File: src/rtl/alu_pkg.sv
// Shared ALU definitions: default datapath geometry, add/sub opcode encoding
// and the helper that derives the number of pipeline segments.
package alu_pkg;

  localparam int DEFAULT_WIDTH = 32;
  localparam int DEFAULT_SEG_W = 8;

  // Operation select as seen on the 'sub' input of the add/sub unit.
  typedef enum logic {
    ALU_OP_ADD = 1'b0,
    ALU_OP_SUB = 1'b1
  } alu_op_e;

  // Number of SEG_W-bit segments in a WIDTH-bit word; clamped to 1 so that an
  // illegal parameter set still elaborates far enough to report its own error.
  function automatic int calc_nseg(input int width, input int seg_w);
    if (seg_w < 1) return 1;
    if (width / seg_w < 1) return 1;
    return width / seg_w;
  endfunction

endpackage

File: src/rtl/addsub_seg.sv
// One SEG_W-bit slice of the add/sub datapath. Purely combinational; exposes
// the carry into its MSB so the top segment can form the signed-overflow flag.
module addsub_seg #(
  parameter int SEG_W = 8
) (
  input  logic [SEG_W-1:0] a,
  input  logic [SEG_W-1:0] b,
  input  logic             ci,
  output logic [SEG_W-1:0] s,
  output logic             co,
  output logic             cmsb
);

  if (SEG_W == 1) begin : g_bit
    // Single-bit slice: the carry into the MSB is the slice carry-in itself.
    always_comb begin
      cmsb = ci;
      s    = a ^ b ^ ci;
      co   = (a[0] & b[0]) | (ci & (a[0] ^ b[0]));
    end
  end else begin : g_wide
    logic [SEG_W-1:0] low;

    // Add the bits below the MSB first so their carry-out (the carry into the
    // MSB) is visible, then finish the MSB with a full-adder equation.
    always_comb begin
      low  = {1'b0, a[SEG_W-2:0]} + {1'b0, b[SEG_W-2:0]} + {{(SEG_W-1){1'b0}}, ci};
      cmsb = low[SEG_W-1];
      s    = {a[SEG_W-1] ^ b[SEG_W-1] ^ low[SEG_W-1], low[SEG_W-2:0]};
      co   = (a[SEG_W-1] & b[SEG_W-1]) | (low[SEG_W-1] & (a[SEG_W-1] ^ b[SEG_W-1]));
    end
  end

endmodule

File: src/rtl/pipelined_addsub.sv
// Pipelined add/subtract unit. Operands are split into SEG_W-bit segments and
// one segment is added per stage; operand segments not yet consumed ride along
// in skew registers, completed sum segments ride along until the last stage.
// A global stall (result valid but not taken) freezes every stage, so the
// latency is fixed at NSEG cycles and throughput is one beat per cycle.
module pipelined_addsub
  import alu_pkg::*;
#(
  parameter int WIDTH = DEFAULT_WIDTH,
  parameter int SEG_W = DEFAULT_SEG_W
) (
  input  logic             clk,
  input  logic             rst_n,
  input  logic             in_valid,
  output logic             in_ready,
  input  logic [WIDTH-1:0] a,
  input  logic [WIDTH-1:0] b,
  input  logic             cin,
  input  logic             sub,
  output logic             out_valid,
  input  logic             out_ready,
  output logic [WIDTH-1:0] sum,
  output logic             cout,
  output logic             ovflw,
  output logic             zero
);

  localparam int NSEG = calc_nseg(WIDTH, SEG_W);

  // Reject geometries the segment split cannot represent.
  if (SEG_W < 1) begin : g_bad_seg
    $error("pipelined_addsub: SEG_W (%0d) must be at least 1", SEG_W);
  end else if (WIDTH % SEG_W != 0) begin : g_bad_width
    $error("pipelined_addsub: WIDTH (%0d) must be a multiple of SEG_W (%0d)", WIDTH, SEG_W);
  end

  alu_op_e          op;
  logic [WIDTH-1:0] b_eff;
  logic             c0;
  logic             stall;
  logic             accept;
  logic             ovf_q;
  logic             zero_q;

  // Subtraction is a + ~b + ~cin, i.e. invert b and the carry-in at entry.
  assign op     = alu_op_e'(sub);
  assign b_eff  = (op == ALU_OP_SUB) ? ~b : b;
  assign c0     = cin ^ (op == ALU_OP_SUB);

  // A result that is not taken blocks the whole pipe, including the input.
  assign stall    = out_valid & ~out_ready;
  assign in_ready = ~stall;
  assign accept   = in_valid & in_ready;

  for (genvar j = 0; j < NSEG; j++) begin : g_stage
    // Width of the not-yet-consumed b_eff slice arriving at this stage; the
    // segment added here sits at its bottom.
    localparam int IN_W = WIDTH - j * SEG_W;

    logic             v_in;
    logic             c_in;
    logic [WIDTH-1:0] x_in;   // completed sum segments below j, a segments from j up
    logic [IN_W-1:0]  bs_in;
    logic [WIDTH-1:0] x_nxt;
    logic [SEG_W-1:0] seg_sum;
    logic             seg_co;
    logic             seg_cmsb;
    logic             v_q;
    logic             c_q;
    logic [WIDTH-1:0] x_q;

    if (j == 0) begin : g_src
      assign v_in  = accept;
      assign c_in  = c0;
      assign x_in  = a;
      assign bs_in = b_eff;
    end else begin : g_src
      assign v_in  = g_stage[j-1].v_q;
      assign c_in  = g_stage[j-1].c_q;
      assign x_in  = g_stage[j-1].x_q;
      assign bs_in = g_stage[j-1].g_fwd.bs_q;
    end

    addsub_seg #(
      .SEG_W (SEG_W)
    ) u_seg (
      .a    (x_in[j*SEG_W +: SEG_W]),
      .b    (bs_in[SEG_W-1:0]),
      .ci   (c_in),
      .s    (seg_sum),
      .co   (seg_co),
      .cmsb (seg_cmsb)
    );

    // Replace operand segment j with its freshly computed sum segment.
    always_comb begin
      // NOTE: assign the full default first so every path writes every bit and
      // no latch is inferred; the part-select override then wins.
      x_nxt = x_in;
      x_nxt[j*SEG_W +: SEG_W] = seg_sum;
    end

    // Stage register: valid, carry out of segment j and the mixed sum/operand word.
    always_ff @(posedge clk or negedge rst_n) begin
      if (!rst_n) begin
        // NOTE: the wide data registers are reset too, not only the valid
        // bits, so outputs are deterministic (zero) before the first result.
        v_q <= 1'b0;
        c_q <= 1'b0;
        x_q <= '0;
      end else if (!stall) begin
        // NOTE: non-blocking assignments so every stage samples the previous
        // stage's old value on the same edge.
        v_q <= v_in;
        c_q <= seg_co;
        x_q <= x_nxt;
      end
    end

    if (j < NSEG - 1) begin : g_fwd
      logic [IN_W-SEG_W-1:0] bs_q;

      // Skew register: pass the b_eff segments still to be added downstream.
      always_ff @(posedge clk or negedge rst_n) begin
        if (!rst_n) begin
          bs_q <= '0;
        end else if (!stall) begin
          bs_q <= bs_in[IN_W-1:SEG_W];
        end
      end
    end else begin : g_flags
      // Flag registers, captured together with the final sum segment.
      always_ff @(posedge clk or negedge rst_n) begin
        if (!rst_n) begin
          ovf_q  <= 1'b0;
          zero_q <= 1'b0;
        end else if (!stall) begin
          ovf_q  <= seg_cmsb ^ seg_co;
          zero_q <= (x_nxt == '0);
        end
      end
    end
  end

  assign out_valid = g_stage[NSEG-1].v_q;
  assign sum       = g_stage[NSEG-1].x_q;
  assign cout      = g_stage[NSEG-1].c_q;
  assign ovflw     = ovf_q;
  assign zero      = zero_q;

endmodule

File: config.mk
export PLATFORM = sky130hd
export DESIGN_NAME = pipelined_addsub
export DESIGN_NICKNAME = d
export VERILOG_FILES = /design/src/rtl/alu_pkg.sv /design/src/rtl/addsub_seg.sv /design/src/rtl/pipelined_addsub.sv
export SDC_FILE = /design/constraint.sdc
export NUM_CORES = 1
export LEC_CHECK = 0
export ABC_AREA = 1
export BUFFER_PORTS_ARGS = -buffer_cell sky130_fd_sc_hd__buf_2
export CAP_MARGIN = 20
export CORE_ASPECT_RATIO = 1.75
export CORE_UTILIZATION = 53
export CTS_BUF_LIST = sky130_fd_sc_hd__clkbuf_8
export CTS_CLUSTER_SIZE = 8
export DETAILED_ROUTE_END_ITERATION = 7
export PLACE_DENSITY = 0.79
export SYNTH_ARGS = -nofsm -noshare
export SYNTH_HDL_FRONTEND = slang
export SYNTH_SLANG_ARGS = --single-unit
File: constraint.sdc
create_clock -name clk -period 2.7 [get_ports clk]
set_input_delay 0.27 -clock clk [delete_from_list [all_inputs] [get_ports clk]]
set_output_delay 0.27 -clock clk [all_outputs]
set_load 0.02 [all_outputs]
==> Word level (Yosys, flattened, before mapping) <==
Cells that the tools add are included.
{ "word_totals": {"output_inout_bits": 37, "input_bits": 70, "wordCells": 54, "ff_bits": 186} }
{ "op_classes": {"bitwise_logic": 27, "addsub": 8, "mux": 1, "reduce_logical": 1} }
{ "op_table": {"columns": ["op", "n"], "rows": [
  ["7-bit by 7-bit adder with 8-bit output", 4],
  ["8-bit by 1-bit adder with 8-bit output", 4],
  ["32-bit logical NOT", 1],
  ["32-bit two-way mux", 1],
  ["32-bit inverter", 1],
  ["1-bit bitwise AND", 10],
  ["1-bit XOR", 10],
  ["1-bit OR", 4],
  ["1-bit inverter", 2]
]} }

==> Depth between registers and ports, before layout <==
Gate-level depths: netlist (run 1).
{ "depth": {"ltp_word": 6, "depth_mapped": 15, "ltp_nobuf": 15} }

==> By module <==
A second synthesis (run 1) with hierarchy kept.
{ "hier_totals": {"hier_cells": 1014, "hier_area_um2": 8730.9} }
{ "modules_own_cells": {"columns": ["module", "cells_per_inst", "area_per_inst_um2", "instances", "seq_area_each_um2"], "rows": [
  ["pipelined_addsub", 799, 7367.1, 1, 4654.5],
  ["addsub_seg (g_stage[2].u_seg ...)", 53, 340.3, 2, 0.0],
  ["addsub_seg (g_stage[1].u_seg)", 56, 347.8, 1, 0.0],
  ["addsub_seg (g_stage[0].u_seg)", 53, 335.3, 1, 0.0]
]} }

==> Least setup slack after synthesis (run 1) <==
OpenSTA, ideal clock, no wires.
{ "synth_timing": {"path_type": "input port to flip-flop", "from": "input port sub", "to": "register g_stage[0].x_q[7]", "path_stages": 11, "setup_time_ns": 0.130, "t_arrival_ns": 2.154, "n_path_buf": 2, "t_required_ns": 2.570, "slack_ns": 0.416, "cell_sequence": "buf_4 buf_4 xor2_1 fa_1 nand4_1 nand3_1 a21oi_1 o21bai_1 fa_1 nand2_1 o21ai_0"} }
{ "synth_between": {"elab_chain_len": 4, "word_cells_on_any_way": 6, "cone_classes": "add/sub: 2; mux: 1; bitwise: 3"} }
{ "synth_rtl": {"columns": ["item", "line", "text"], "rows": [
  ["from (decl)", "pipelined_addsub.sv:19", "input logic sub,"],
  ["32-bit two-way mux", "pipelined_addsub.sv:47", "assign b_eff = (op == ALU_OP_SUB) ? ~b : b;"],
  ["7-bit by 7-bit adder with 8-bit output", "addsub_seg.sv:27", "low = {1'b0, a[SEG_W-2:0]} + {1'b0, b[SEG_W-2:0]} + {{(SEG_W-1){1'b0}}, ci};"],
  ["8-bit by 1-bit adder with 8-bit output", "addsub_seg.sv:27", null],
  ["1-bit XOR (*)", "addsub_seg.sv:29", "s = {a[SEG_W-1] ^ b[SEG_W-1] ^ low[SEG_W-1], low[SEG_W-2:0]};"],
  ["net g_stage[0].seg_sum[7]", "pipelined_addsub.sv:65", "logic [SEG_W-1:0] seg_sum;"],
  ["to (signal assigned)", "pipelined_addsub.sv:116", "x_q <= x_nxt;"],
  ["to (decl)", "pipelined_addsub.sv:70", "logic [WIDTH-1:0] x_q;"]
]} }
Mark *: on every way through the listed nets, which the timed path passes. The rest lies on a longest branch.
A chain may end at the register's enable or synchronous reset.

==> Worst setup path after layout (run 1) <==
{ "layout_timing": {"from": "register g_stage[2].x_q[26]", "to": "register zero_q, in the netlist zero"} }
{ "layout_between": {"elab_chain_len": 4} }
{ "layout_rtl": {"columns": ["item", "line", "text"], "rows": [
  ["from (decl)", "pipelined_addsub.sv:70", null],
  ["from (signal assigned)", "pipelined_addsub.sv:116", null],
  ["7-bit by 7-bit adder with 8-bit output (*)", "addsub_seg.sv:27", null],
  ["8-bit by 1-bit adder with 8-bit output (*)", "addsub_seg.sv:27", null],
  ["1-bit XOR", "addsub_seg.sv:29", null],
  ["32-bit logical NOT (*)", "pipelined_addsub.sv:139", "zero_q <= (x_nxt == '0);"],
  ["to (signal assigned)", "pipelined_addsub.sv:139", null],
  ["to (decl)", "pipelined_addsub.sv:43", "logic zero_q;"]
]} }
Every way passes the cells marked *; elsewhere a longest branch is shown, timed or not.

==> results of run 1 <==
timing repair:
| action | in CTS | in global routing |
|---|---|---|
| hold buffers | 5 | 0 |
| setup buffers | 0 | 0 |
| hold endpoints to repair | 65 | 0 |
metal layers:
metal  part of all wire  track usage
met2               0.52        0.390
met5                  0            0
met4              0.023       0.0883
met3              0.027       0.0334
met1               0.43        0.270
cell families (layout without fill, tap and decap cells):
logic type / count (synthesis) / count (layout) / share of synthesized area
AO/OA/AOI/OAI: 147 / 147 / 0.0898
XOR/XNOR: 38 / 38 / 0.0392
adder cells (fa/ha/maj): 36 / 36 / 0.0637
buffers and inverters: 122 / 232 / 0.0616
flip-flops: 186 / 186 / 0.548
AND/OR/NAND/NOR: 426 / 426 / 0.197
worst register-to-register path: stages, from the launching register on:
cell and delay [ps]:
dfrtp_1 400, ha_1 380, nand3_1 120, nand2_1 130, nand4_1 100, nand2_1 100, inv_1 70, fa_1 490
inv_1 40, nor2_1 70, nand4_1 70, nor2_1 120, nand2_1 50, nor2_1 90, nand3_1 80, nand2_1 50
cell usage in the layout (no fill, tap or decap), types with 3 or more instances in the layout:
cell type	count
o22ai_1	4
nand2_1	365
buf_2	105
nand3_1	21
o21ai_0	118
inv_6	3
nand4_1	11
fa_1	12
buf_12	5
clkinv_4	3
a21oi_1	15
ha_1	24
xnor2_1	24
o21bai_1	3
xor2_1	14
clkbuf_8	18
bufinv_16	4
inv_1	78
dlygate4sd3_1	5
buf_4	7
dfrtp_1	186
a31oi_1	4
nor2_1	19
clkinvlp_4	4
nor3_1	4
sequential cells by signal, indices dropped and copies added, names as in the netlist:
register and flops:
g_stage.v_q 3, g_stage.c_q 3, ovflw 1, g_stage.g_fwd.bs_q 48, cout 1, g_stage.x_q 96, out_valid 1, zero 1
sum 32
report_power, final:
part	internal (uW)	total, uW	switching (uW)
registers	4010	4640	629
clock network	1010	1970	964
logic	1620	4440	2820
metrics by stage:
step	power, uW	util	cell area, um^2	setup slack [ps]
floorplan	7830	-	8490	416
global placement	8930	0.592	9190	360
detailed placement	9150	0.592	9190	310
CTS	11200	0.623	9670	271
global route	12100	0.623	9670	11.9
finish	11100	0.623	9670	279
final cells by class:
type	instances	share of cell area
sequential	186	0.481
multi-input combinational	647	0.343
timing repair buffer	123	0.0767
inverter	78	0.0308
clock buffer	17	0.0242
tap	186	0.0241
clock inverter	14	0.0204
synth_stat cells (2+ instances only):
cell	number	area, um^2
inv_1	77	289
dfrtp_1	186	4650
o21ai_0	118	591
xor2_1	14	123
o21bai_1	3	22.5
buf_2	27	135
nand4_1	11	68.8
nand2_1	365	1370
a31oi_1	4	25.0
fa_1	12	240
nand3b_1	2	15.0
buf_4	6	45.0
nor3_1	4	20.0
clkbuf_1	9	33.8
or2_2	2	12.5
xnor2_1	24	210
o22ai_1	4	25.0
nor2_1	19	71.3
a21oi_1	15	75.1
ha_1	24	300
nand2_2	2	12.5
nand3_1	21	105
worst paths after layout:
path / start / end / slack (ps)
setup / recovery: g_stage[2].x_q[26] / zero / 280
hold / removal: a[13] / g_stage[0].x_q[13] / 20
setup reg to reg: g_stage[2].x_q[26] / zero / 280
hold reg to reg: g_stage[2].v_q / out_valid / 460
max in group asynchronous: rst_n / sum[16] / 1630
min in group asynchronous: rst_n / g_stage[1].v_q / 340
==> results by group, run 1 <==
Detailed routing
  • Initial DRC count: 372
  • Routed Antenna Nets: 0
  • Via density: 5.04
  • First-pass iteration count of the detailed router: 7
  • Vias: 6310
  • WL/cell: 13.2 um
  • Drt drc: 18
  • Final WL: 16.5 mm

CTS
  • Max Buffers Root-to-Sink: 2
  • Post-CTS resize count: 0
  • CTS tree: yes
  • Clock Pin Slew Worst Setup and Hold Paths: 90 ps
  • Clock Latency Late Sink: 450 ps
  • TritonCTS buffer count: 17
  • Clock sink count: 186
  • CTS H-tree depth: 4
  • Clock root buffer: clkbuf_8

Yosys
  • Post-synth ARST share: 1.00
  • Register area share after synthesis: 0.548
  • Synthesized netlist cell count: 955
  • Syn Area/Cell: 8.89 um^2
  • Post-synth EDFFs: 0
  • Top_reg_cell synth: dfrtp_1
  • Synthesized flop and latch total: 186
  • Number of distinct library cells after synthesis: 28
  • Mapped Area: 8490 um^2
  • Yosys Warn Count: 0
  • Net Count, Synth: 1061

Final layout
  • Layout area overhead: 14.0%
  • N_diodes: 0
  • Multi-input gate area: 3320 um^2
  • Register area: 4650 um^2
  • Nets: 1159
  • FILL cells: 1374
  • Layout cell share with drive strength beyond 1: 0.145
  • Finished Layout Cells: 1251

STA
  • Final Cycle Share: 0.897
  • RSZ-0062 raised after global routing: no
  • Fin. max-slew vios: 0
  • Fin crit period: 2420 ps
  • Max Clock Freq: 0.413 GHz
  • Clock Skew: 10.3 ps
  • Setup TNS Final: 0 ps
  • Measured slew at the worst slew-check pin: 526 ps
  • Hold WS: 22.1 ps
  • Final Hold Viols: 0
  • Setup violators final: 0
  • Max transition margin: 0.650

Status
  • Status: complete, but fails checks
  • Failing checks: DRC

Setup path
  • CP Class: reg -> reg
  • Critical-path cell list: ha_1, nand3_1, nand2_1, nand4_1, nand2_1, inv_1, fa_1, inv_1, nor2_1, nand4_1, nor2_1, nand2_1, nor2_1, nand3_1, nand2_1
  • Reg2reg path depth: 15
  • CP most frequent cell: nand2_1
  • CP peak stage delay: 490 ps
  • Crit path max-delay family: simple AND/OR/NAND/NOR gates
  • Crit. End Element: flip-flop
  • Number of cells on the critical path: 15
  • Critical path fanouts, max: 6
  • Startpoint Class: flip-flop
  • Worst Path Buf+Inv: 2
  • Slowest CP cell: fa_1
  • Critical Path AT: 2810 ps
  • Worst path required time: 3090 ps

Floorplanning
  • FP Rows: 60
  • Die ar.: 16500 um^2
  • Chip width: 97.7 um
  • Core area: 15500 um^2
  • Die Ht: 169 um
  • I/O pins: 107
  • Initial core utilization: 0.546

Global route
  • Largest net degree at the start of global routing: 64
  • First-pass GRT wire length: 29.1 mm
  • Total Routing Usage GR: 0.221
  • Gr ovfl total: 0
  • Via count of the first global-routing pass: 6325
  • Initial antenna violation count: 0

Placement
  • # port buffers: 106
  • GPL Wtd Cong: 0.866
  • Placed Cells: 1215
  • Hpwl dp: 12.0 mm

Power and ir drop
  • Power Dens Cells: 1140 nW/um^2
  • Peak VDD IR: 0.438 mV
  • Pleak: 0.00500 uW

Job
  • Max-cap violations: 0

Hold path
  • Hold crit path type: in -> reg
  • Hold depth: 3
No activity file was read; power rests on OpenSTA's default activity.
==> run 2, diff against run 1 <==
--- a/config.mk
+++ b/config.mk
@@ -13,7 +13,7 @@
 export CTS_BUF_LIST = sky130_fd_sc_hd__clkbuf_8
 export CTS_CLUSTER_SIZE = 8
 export DETAILED_ROUTE_END_ITERATION = 7
-export PLACE_DENSITY = 0.79
+export PLACE_DENSITY = 0.82
 export SYNTH_ARGS = -nofsm -noshare
 export SYNTH_HDL_FRONTEND = slang
 export SYNTH_SLANG_ARGS = --single-unit
==> constraint.sdc (replaced) <==
create_clock -name clk -period 2.2 [get_ports clk]
set_input_delay 0.22 -clock clk [delete_from_list [all_inputs] [get_ports clk]]
set_output_delay 0.22 -clock clk [all_outputs]
set_load 0.02 [all_outputs]
==> run 2 against run 1 <==
Against the previous run:
- the flow finishes with violations (DRC, setup timing)
- sequential share of layout area shrank 2.1 points
- sequential cell count unchanged
- hold slack worse by 11 ps
- clock power increased by 29%
- sequential power increased by 24%
- routed wire length grew 5.4%
- largest cell class unchanged
- highest routed layer unchanged
==> results by group, run 2 (synthesis results as in run 1) <==
Detailed routing
  • WL/cell: 13.5 um (was 13.2 um)
  • Drt drc: 12 (was 18)
  • Routed Antenna Nets: 0 (unchanged)
  • First-pass iteration count of the detailed router: 7 (unchanged)
  • Vias: 6477 (was 6310)
  • Initial DRC count: 427 (was 372)
  • Final WL: 17.4 mm (was 16.5 mm)
  • Via density: 5.03 (was 5.04)

Power and ir drop
  • Peak VDD IR: 0.632 mV (was 0.438 mV)
  • Power Dens Cells: 1400 nW/um^2 (was 1140 nW/um^2)
  • Sw frac: 0.398 (was 0.399)
  • Combinational power share: 0.414 (was 0.402)
  • Reg power frac: 0.406 (was 0.420)
  • Pleak: 0.00518 uW (was 0.00500 uW)
  • Switching power total: 5630 uW (was 4410 uW)
  • Total power: 14100 uW (was 11100 uW)
  • Int Power: 8510 uW (was 6640 uW)
  • Clock power share: 0.180 (was 0.179)

Placement
  • Dpl cell area: 9320 um^2 (was 9190 um^2)
  • # port buffers: 106 (unchanged)
  • GPL Wtd Cong: 0.861 (was 0.866)
  • Placed Cells: 1230 (was 1215)
  • Pre-CTS WS: -141 ps (was 310 ps)
  • Hpwl dp: 12.2 mm (was 12.0 mm)

Final layout
  • Largest register FFs: 96 (unchanged)
  • Finished Layout Cells: 1288 (was 1251)
  • Layout area overhead: 19.1% (was 14.0%)
  • Largest reg by FF count: g_stage.x_q (unchanged)
  • Commonest non-fill, non-tap cells in the layout: nand2_1, dfrtp_1, o21ai_0 (unchanged)
  • Most common cell after layout, fill and taps aside: nand2_1 (unchanged)
  • Final Cell Area: 10100 um^2 (was 9670 um^2)
  • Nets: 1195 (was 1159)
  • N_diodes: 0 (unchanged)
  • Layout cell share with drive strength beyond 1: 0.167 (was 0.145)

Floorplanning
  • Die Ht: 169 um (unchanged)
  • Chip width: 97.7 um (unchanged)
  • I/O pins: 107 (unchanged)
  • Core area: 15500 um^2 (unchanged)
  • Initial core utilization: 0.546 (unchanged)
  • Die ar.: 16500 um^2 (unchanged)
  • FP Rows: 60 (unchanged)

Setup path
  • Startpoint Class: flip-flop (unchanged)
  • Critical path fanouts, max: 3 (was 6)
  • CP Class: reg -> reg (unchanged)
  • CP peak stage delay: 490 ps (about the same)
  • Crit. End Element: flip-flop (unchanged)
  • CP most frequent cell: nor2_1 (was nand2_1)
  • Slowest CP cell: fa_1 (unchanged)
  • Worst path required time: 2600 ps (was 3090 ps)
  • Critical-path cell list: ha_4, nand3_4, nand2_4, nand4_1, nand2_2, inv_2, fa_1, inv_1, nor2_1, nand4_1, nor2_1, nand2_1, nor2_1, nand3_1, nand2_1 (was ha_1, nand3_1, nand2_1, nand4_1, nand2_1, inv_1, fa_1, inv_1, nor2_1, nand4_1, nor2_1, nand2_1, nor2_1, nand3_1, nand2_1)
  • Critical Path AT: 2650 ps (was 2810 ps)

STA
  • Worst Setup Slack, final: -49.6 ps (was 279 ps)
  • Final Cycle Share: 1.02 (was 0.897)
  • Fin. max-slew vios: 0 (unchanged)
  • Setup violators final: 1 (was 0)
  • Max Clock Freq: 0.445 GHz (was 0.413 GHz)
  • RSZ-0062 raised after global routing: yes (was no)
  • Final Hold Viols: 0 (unchanged)
  • Clock Skew: 19.1 ps (was 10.3 ps)
  • Hold WS: 10.7 ps (was 22.1 ps)
  • Fin crit period: 2250 ps (was 2420 ps)
  • Max transition margin: 0.690 (was 0.650)
  • Measured slew at the worst slew-check pin: 466 ps (was 526 ps)

CTS
  • TritonCTS buffer count: 17 (unchanged)
  • Clock root buffer: clkbuf_8 (unchanged)
  • Clock Pin Slew Worst Setup and Hold Paths: 100 ps (was 90 ps)
  • CTS tree: yes (unchanged)
  • Max Buffers Root-to-Sink: 2 (unchanged)
  • CTS H-tree depth: 4 (unchanged)
  • Clock Latency Late Sink: 460 ps (was 450 ps)
  • Clock sink count: 186 (unchanged)

Global route
  • Gr ovfl total: 0 (unchanged)
  • Via count of the first global-routing pass: 6298 (was 6325)
  • First-pass GRT wire length: 29.5 mm (was 29.1 mm)
  • Total Routing Usage GR: 0.226 (was 0.221)
  • Largest net degree at the start of global routing: 66 (was 64)
  • Initial antenna violation count: 0 (unchanged)

Status
  • Failing checks: DRC, setup timing (was DRC)
  • Status: complete, but fails checks (unchanged)

Hold path
  • Hold crit path type: in -> reg (unchanged)

Job
  • Max-cap violations: 0 (unchanged)
-- run 2: cell count changes in the layout (fill, tap and decap cells not counted), moves of 2 or more --
cell | before | now
fa_1 | 12 | 10
ha_4 | 0 | 4
inv_1 | 78 | 76
clkinvlp_4 | 4 | 1
buf_4 | 7 | 22
nand2_1 | 365 | 363
ha_1 | 24 | 19
inv_6 | 3 | 7
clkinv_4 | 3 | 1
fa_2 | 0 | 2
dlygate4sd3_1 | 5 | 25
-- run 2: worst max-delay path: cells and delay by family (launching register included) --
kind / cells / cell delay, ps
simple gates: 11 / 870
fa+ha+maj: 2 / 800
flops: 1 / 430
buf+inv: 2 / 90
-- run 2: cell type report --
| type | instances | area (um^2) |
|---|---|---|
| Clock inverter | 14 | 205 |
| Timing Repair Buffer | 159 | 1070 |
| Multi-Input combinational cell | 647 | 3400 |
| Clock buffer | 18 | 248 |
| Tap cell | 186 | 233 |
| Inverter | 78 | 298 |
| Fill cell | 1253 | 5430 |
| Sequential cell | 186 | 4650 |
-- run 2: per-stage QoR --
| stage | TNS [ps] | util |
|---|---|---|
| global placement | -86.2 | 0.600 |
| global route | -274 | 0.651 |
| CTS | -78.6 | 0.647 |
| floorplan | 0 | - |
| detailed placement | -141 | 0.600 |
| finish | -49.6 | 0.651 |
-- run 2: path summary, 6_finish.rpt --
path | to | slack [ps] | depth (start not counted) | from
setup / recovery | zero | -50 | 15 | g_stage[2].g_fwd.bs_q[2]
hold / removal | g_stage[0].v_q | 10 | 3 | in_valid
setup reg to reg | zero | -50 | 15 | g_stage[2].g_fwd.bs_q[2]
hold reg to reg | out_valid | 470 | 2 | g_stage[2].v_q
max in group asynchronous | g_stage[1].g_fwd.bs_q[2] | 1220 | 3 | rst_n
min in group asynchronous | g_stage[2].v_q | 250 | 2 | rst_n
-- run 2: repair_timing --
| action | in CTS | in global routing |
|---|---|---|
| setup endpoints to repair | 1 | 2 |
| buffers inserted | 0 | 1 |
| resized for setup | 5 | 8 |
| hold endpoints to repair | 69 | 0 |
| hold buffers | 25 | 0 |
| pin swaps | 4 | 0 |
-- run 2: power groups by stage --
stage	Clock (uW)	Combinational, uW	Sequential, uW
4_1_cts	2590	5780	5710
2_1_floorplan	0	3640	5970
3_3_place_gp	0	5490	5680
3_5_place_dp	0	5650	5760
5_1_grt	2750	6690	5910
6_report	2550	5850	5740
-- run 2: per-layer routing --
layer  global-route usage  wire length (um)
met1                0.277              7520
met2                0.394              8920
met3               0.0387               433
met4               0.0949               524
met5                    0                 0
==> run 3, diff against run 2 <==
--- a/config.mk
+++ b/config.mk
@@ -9,11 +9,12 @@
 export BUFFER_PORTS_ARGS = -buffer_cell sky130_fd_sc_hd__buf_2
 export CAP_MARGIN = 20
 export CORE_ASPECT_RATIO = 1.75
-export CORE_UTILIZATION = 53
+export CORE_UTILIZATION = 54
 export CTS_BUF_LIST = sky130_fd_sc_hd__clkbuf_8
 export CTS_CLUSTER_SIZE = 8
 export DETAILED_ROUTE_END_ITERATION = 7
-export PLACE_DENSITY = 0.82
+export PLACE_DENSITY = 0.83
+export REMOVE_ABC_BUFFERS = 1
 export SYNTH_ARGS = -nofsm -noshare
 export SYNTH_HDL_FRONTEND = slang
 export SYNTH_SLANG_ARGS = --single-unit
==> run 3 against run 2 <==
Against the previous run:
- the flow finishes with violations (setup timing)
- critical endpoint unchanged
- power fell by 2.3%
- register-to-register slack worse by 30 ps
- largest power group unchanged
- die area is 1.8% lower
- sequential cell count unchanged
- final area decreased by 0.49%
- utilization up 0.31 points
- critical path type unchanged
- routed wire length decreased by 2.2%
==> results by group, run 3 (synthesis results as in run 1) <==
Status
  • Status: complete, but fails checks (unchanged)
  • Failing checks: setup timing (was DRC, setup timing)

Setup path
  • Critical Path AT: 2670 ps (was 2650 ps)
  • Startpoint Class: flip-flop (unchanged)
  • Crit. End Element: flip-flop (unchanged)
  • Slowest CP cell: fa_1 (unchanged)
  • Worst path required time: 2590 ps (was 2600 ps)
  • Worst Path Buf+Inv: 2 (unchanged)
  • Critical path fanouts, max: 3 (unchanged)
  • CP Class: reg -> reg (unchanged)
  • CP peak stage delay: 490 ps (about the same)
  • Critical-path cell list: ha_4, nand3_4, nand2_4, nand4_1, nand2_1, inv_2, fa_1, inv_1, nor2_1, nand4_1, nor2_1, nand2_1, nor2_1, nand3_1, nand2_1 (was ha_4, nand3_4, nand2_4, nand4_1, nand2_2, inv_2, fa_1, inv_1, nor2_1, nand4_1, nor2_1, nand2_1, nor2_1, nand3_1, nand2_1)
  • Crit path max-delay family: simple AND/OR/NAND/NOR gates (unchanged)

STA
  • Fin crit period: 2280 ps (was 2250 ps)
  • Final Hold Viols: 0 (unchanged)
  • RSZ-0062 raised after global routing: yes (unchanged)
  • Worst Setup Slack, final: -77.0 ps (was -49.6 ps)
  • Setup violators final: 1 (unchanged)
  • Setup TNS Final: -77.0 ps (was -49.6 ps)
  • Max Clock Freq: 0.439 GHz (was 0.445 GHz)
  • Final Cycle Share: 1.04 (was 1.02)
  • Fin. max-slew vios: 0 (unchanged)
  • Clock Skew: 16.9 ps (was 19.1 ps)
  • Measured slew at the worst slew-check pin: 569 ps (was 466 ps)
  • Max transition margin: 0.621 (was 0.690)

Final layout
  • Layout cell share with drive strength beyond 1: 0.166 (was 0.167)
  • Nets: 1193 (was 1195)
  • Layout area overhead: 18.5% (was 19.1%)
  • Final Cell Area: 10100 um^2 (about the same)
  • Most common cell after layout, fill and taps aside: nand2_1 (unchanged)
  • Largest register FFs: 96 (unchanged)
  • Finished Layout Cells: 1286 (was 1288)
  • Commonest non-fill, non-tap cells in the layout: nand2_1, dfrtp_1, o21ai_0 (unchanged)
  • Largest reg by FF count: g_stage.x_q (unchanged)
  • N_diodes: 0 (unchanged)

Floorplanning
  • I/O pins: 107 (unchanged)
  • Die Ht: 168 um (was 169 um)
  • Chip width: 96.8 um (was 97.7 um)
  • Core area: 15400 um^2 (was 15500 um^2)
  • Die ar.: 16200 um^2 (was 16500 um^2)
  • Initial core utilization: 0.552 (was 0.546)
  • FP Rows: 60 (unchanged)

Global route
  • Largest net degree at the start of global routing: 96 (was 66)
  • Via count of the first global-routing pass: 6473 (was 6298)
  • Initial antenna violation count: 0 (unchanged)
  • Gr ovfl total: 0 (unchanged)
  • First-pass GRT wire length: 29.0 mm (was 29.5 mm)
  • Total Routing Usage GR: 0.221 (was 0.226)

Detailed routing
  • Drt drc: 0 (was 12)
  • Initial DRC count: 267 (was 427)
  • Routed Antenna Nets: 0 (unchanged)
  • First-pass iteration count of the detailed router: 4 (was 7)
  • Final WL: 17.0 mm (was 17.4 mm)
  • Via density: 5.07 (was 5.03)
  • WL/cell: 13.2 um (was 13.5 um)
  • Vias: 6514 (was 6477)

Power and ir drop
  • Pleak: 0.00514 uW (was 0.00518 uW)
  • Peak VDD IR: 0.630 mV (was 0.632 mV)
  • Power Dens Cells: 1370 nW/um^2 (was 1400 nW/um^2)

CTS
  • Max Buffers Root-to-Sink: 2 (unchanged)
  • TritonCTS buffer count: 17 (unchanged)
  • Clock Pin Slew Worst Setup and Hold Paths: 100 ps (about the same)
  • Clock sink count: 186 (unchanged)
  • Clock root buffer: clkbuf_8 (unchanged)
  • CTS H-tree depth: 4 (unchanged)
  • Clock Latency Late Sink: 450 ps (was 460 ps)
  • CTS tree: yes (unchanged)

Job
  • Max-cap violations: 0 (unchanged)

Placement
  • Hpwl dp: 11.7 mm (was 12.2 mm)
  • # port buffers: 106 (unchanged)
  • GPL Wtd Cong: 0.820 (was 0.861)
  • Placed Cells: 1229 (was 1230)
  • Dpl cell area: 9320 um^2 (about the same)

Hold path
  • Hold crit path type: in -> reg (unchanged)
[run 3: layout make-up]
class	instances	area, um^2
clock buffers	18	248
clock inverters	14	154
fillers	1195	5330
inverters	78	298
multi-input cells	647	3400
flip-flops and latches	186	4650
well taps	186	233
repair buffers	157	1070
[run 3: power by group]
group / leakage (uW) / total, uW / switching [uW] / internal [uW]
registers: 0.00225 / 5760 / 837 / 4920
logic: 0.00269 / 5800 / 3500 / 2300
clock network: 0.000197 / 2250 / 1280 / 972
[run 3: repair_timing]
action	4_1_cts	5_1_grt
pin swaps	3	0
hold endpoints to repair	90	0
endpoints found under the setup margin	1	3
setup buffers	0	0
gates cloned	0	0
gates resized for setup	5	10
hold buffers	25	0
[run 3: path summary, 6_finish.rpt]
path	to	start	slack, ps	cells past startpoint
min in group asynchronous	sum[29]	rst_n	330	2
max in group asynchronous	g_stage[1].x_q[17]	rst_n	1210	3
worst max register to register	zero	g_stage[2].g_fwd.bs_q[2]	-80	15
worst min-delay path	g_stage[0].x_q[24]	a[24]	30	3
worst max-delay path	zero	g_stage[2].g_fwd.bs_q[2]	-80	15
worst min register to register	g_stage[2].x_q[24]	g_stage[1].x_q[24]	470	2
[run 3: worst min-delay path, stage by stage]
cell,delay (ps)
buf_2,100
nand2_1,50
o21ai_0,60
[run 3: stage by stage]
| step | utilization | hold slack, ps | total power [uW] | worst slack, ps |
|---|---|---|---|---|
| after floorplan | - | -75.6 | 9510 | -1830 |
| final | 0.654 | 27.3 | 13800 | -77.0 |
| after CTS | 0.650 | 7.56 | 13800 | -104 |
| after global routing | 0.654 | 16.6 | 15100 | -267 |
| after detailed placement | 0.606 | 271 | 11400 | -154 |
| after global placement | 0.606 | 268 | 11100 | -62.7 |
[run 3: per-layer routing]
metal	track usage	up-vias	routed length (um)
li1	-	3269	-
met1	0.258	3077	6910
met2	0.404	131	9210
met3	0.0299	37	441
met4	0.0934	0	463
met5	0	-	0
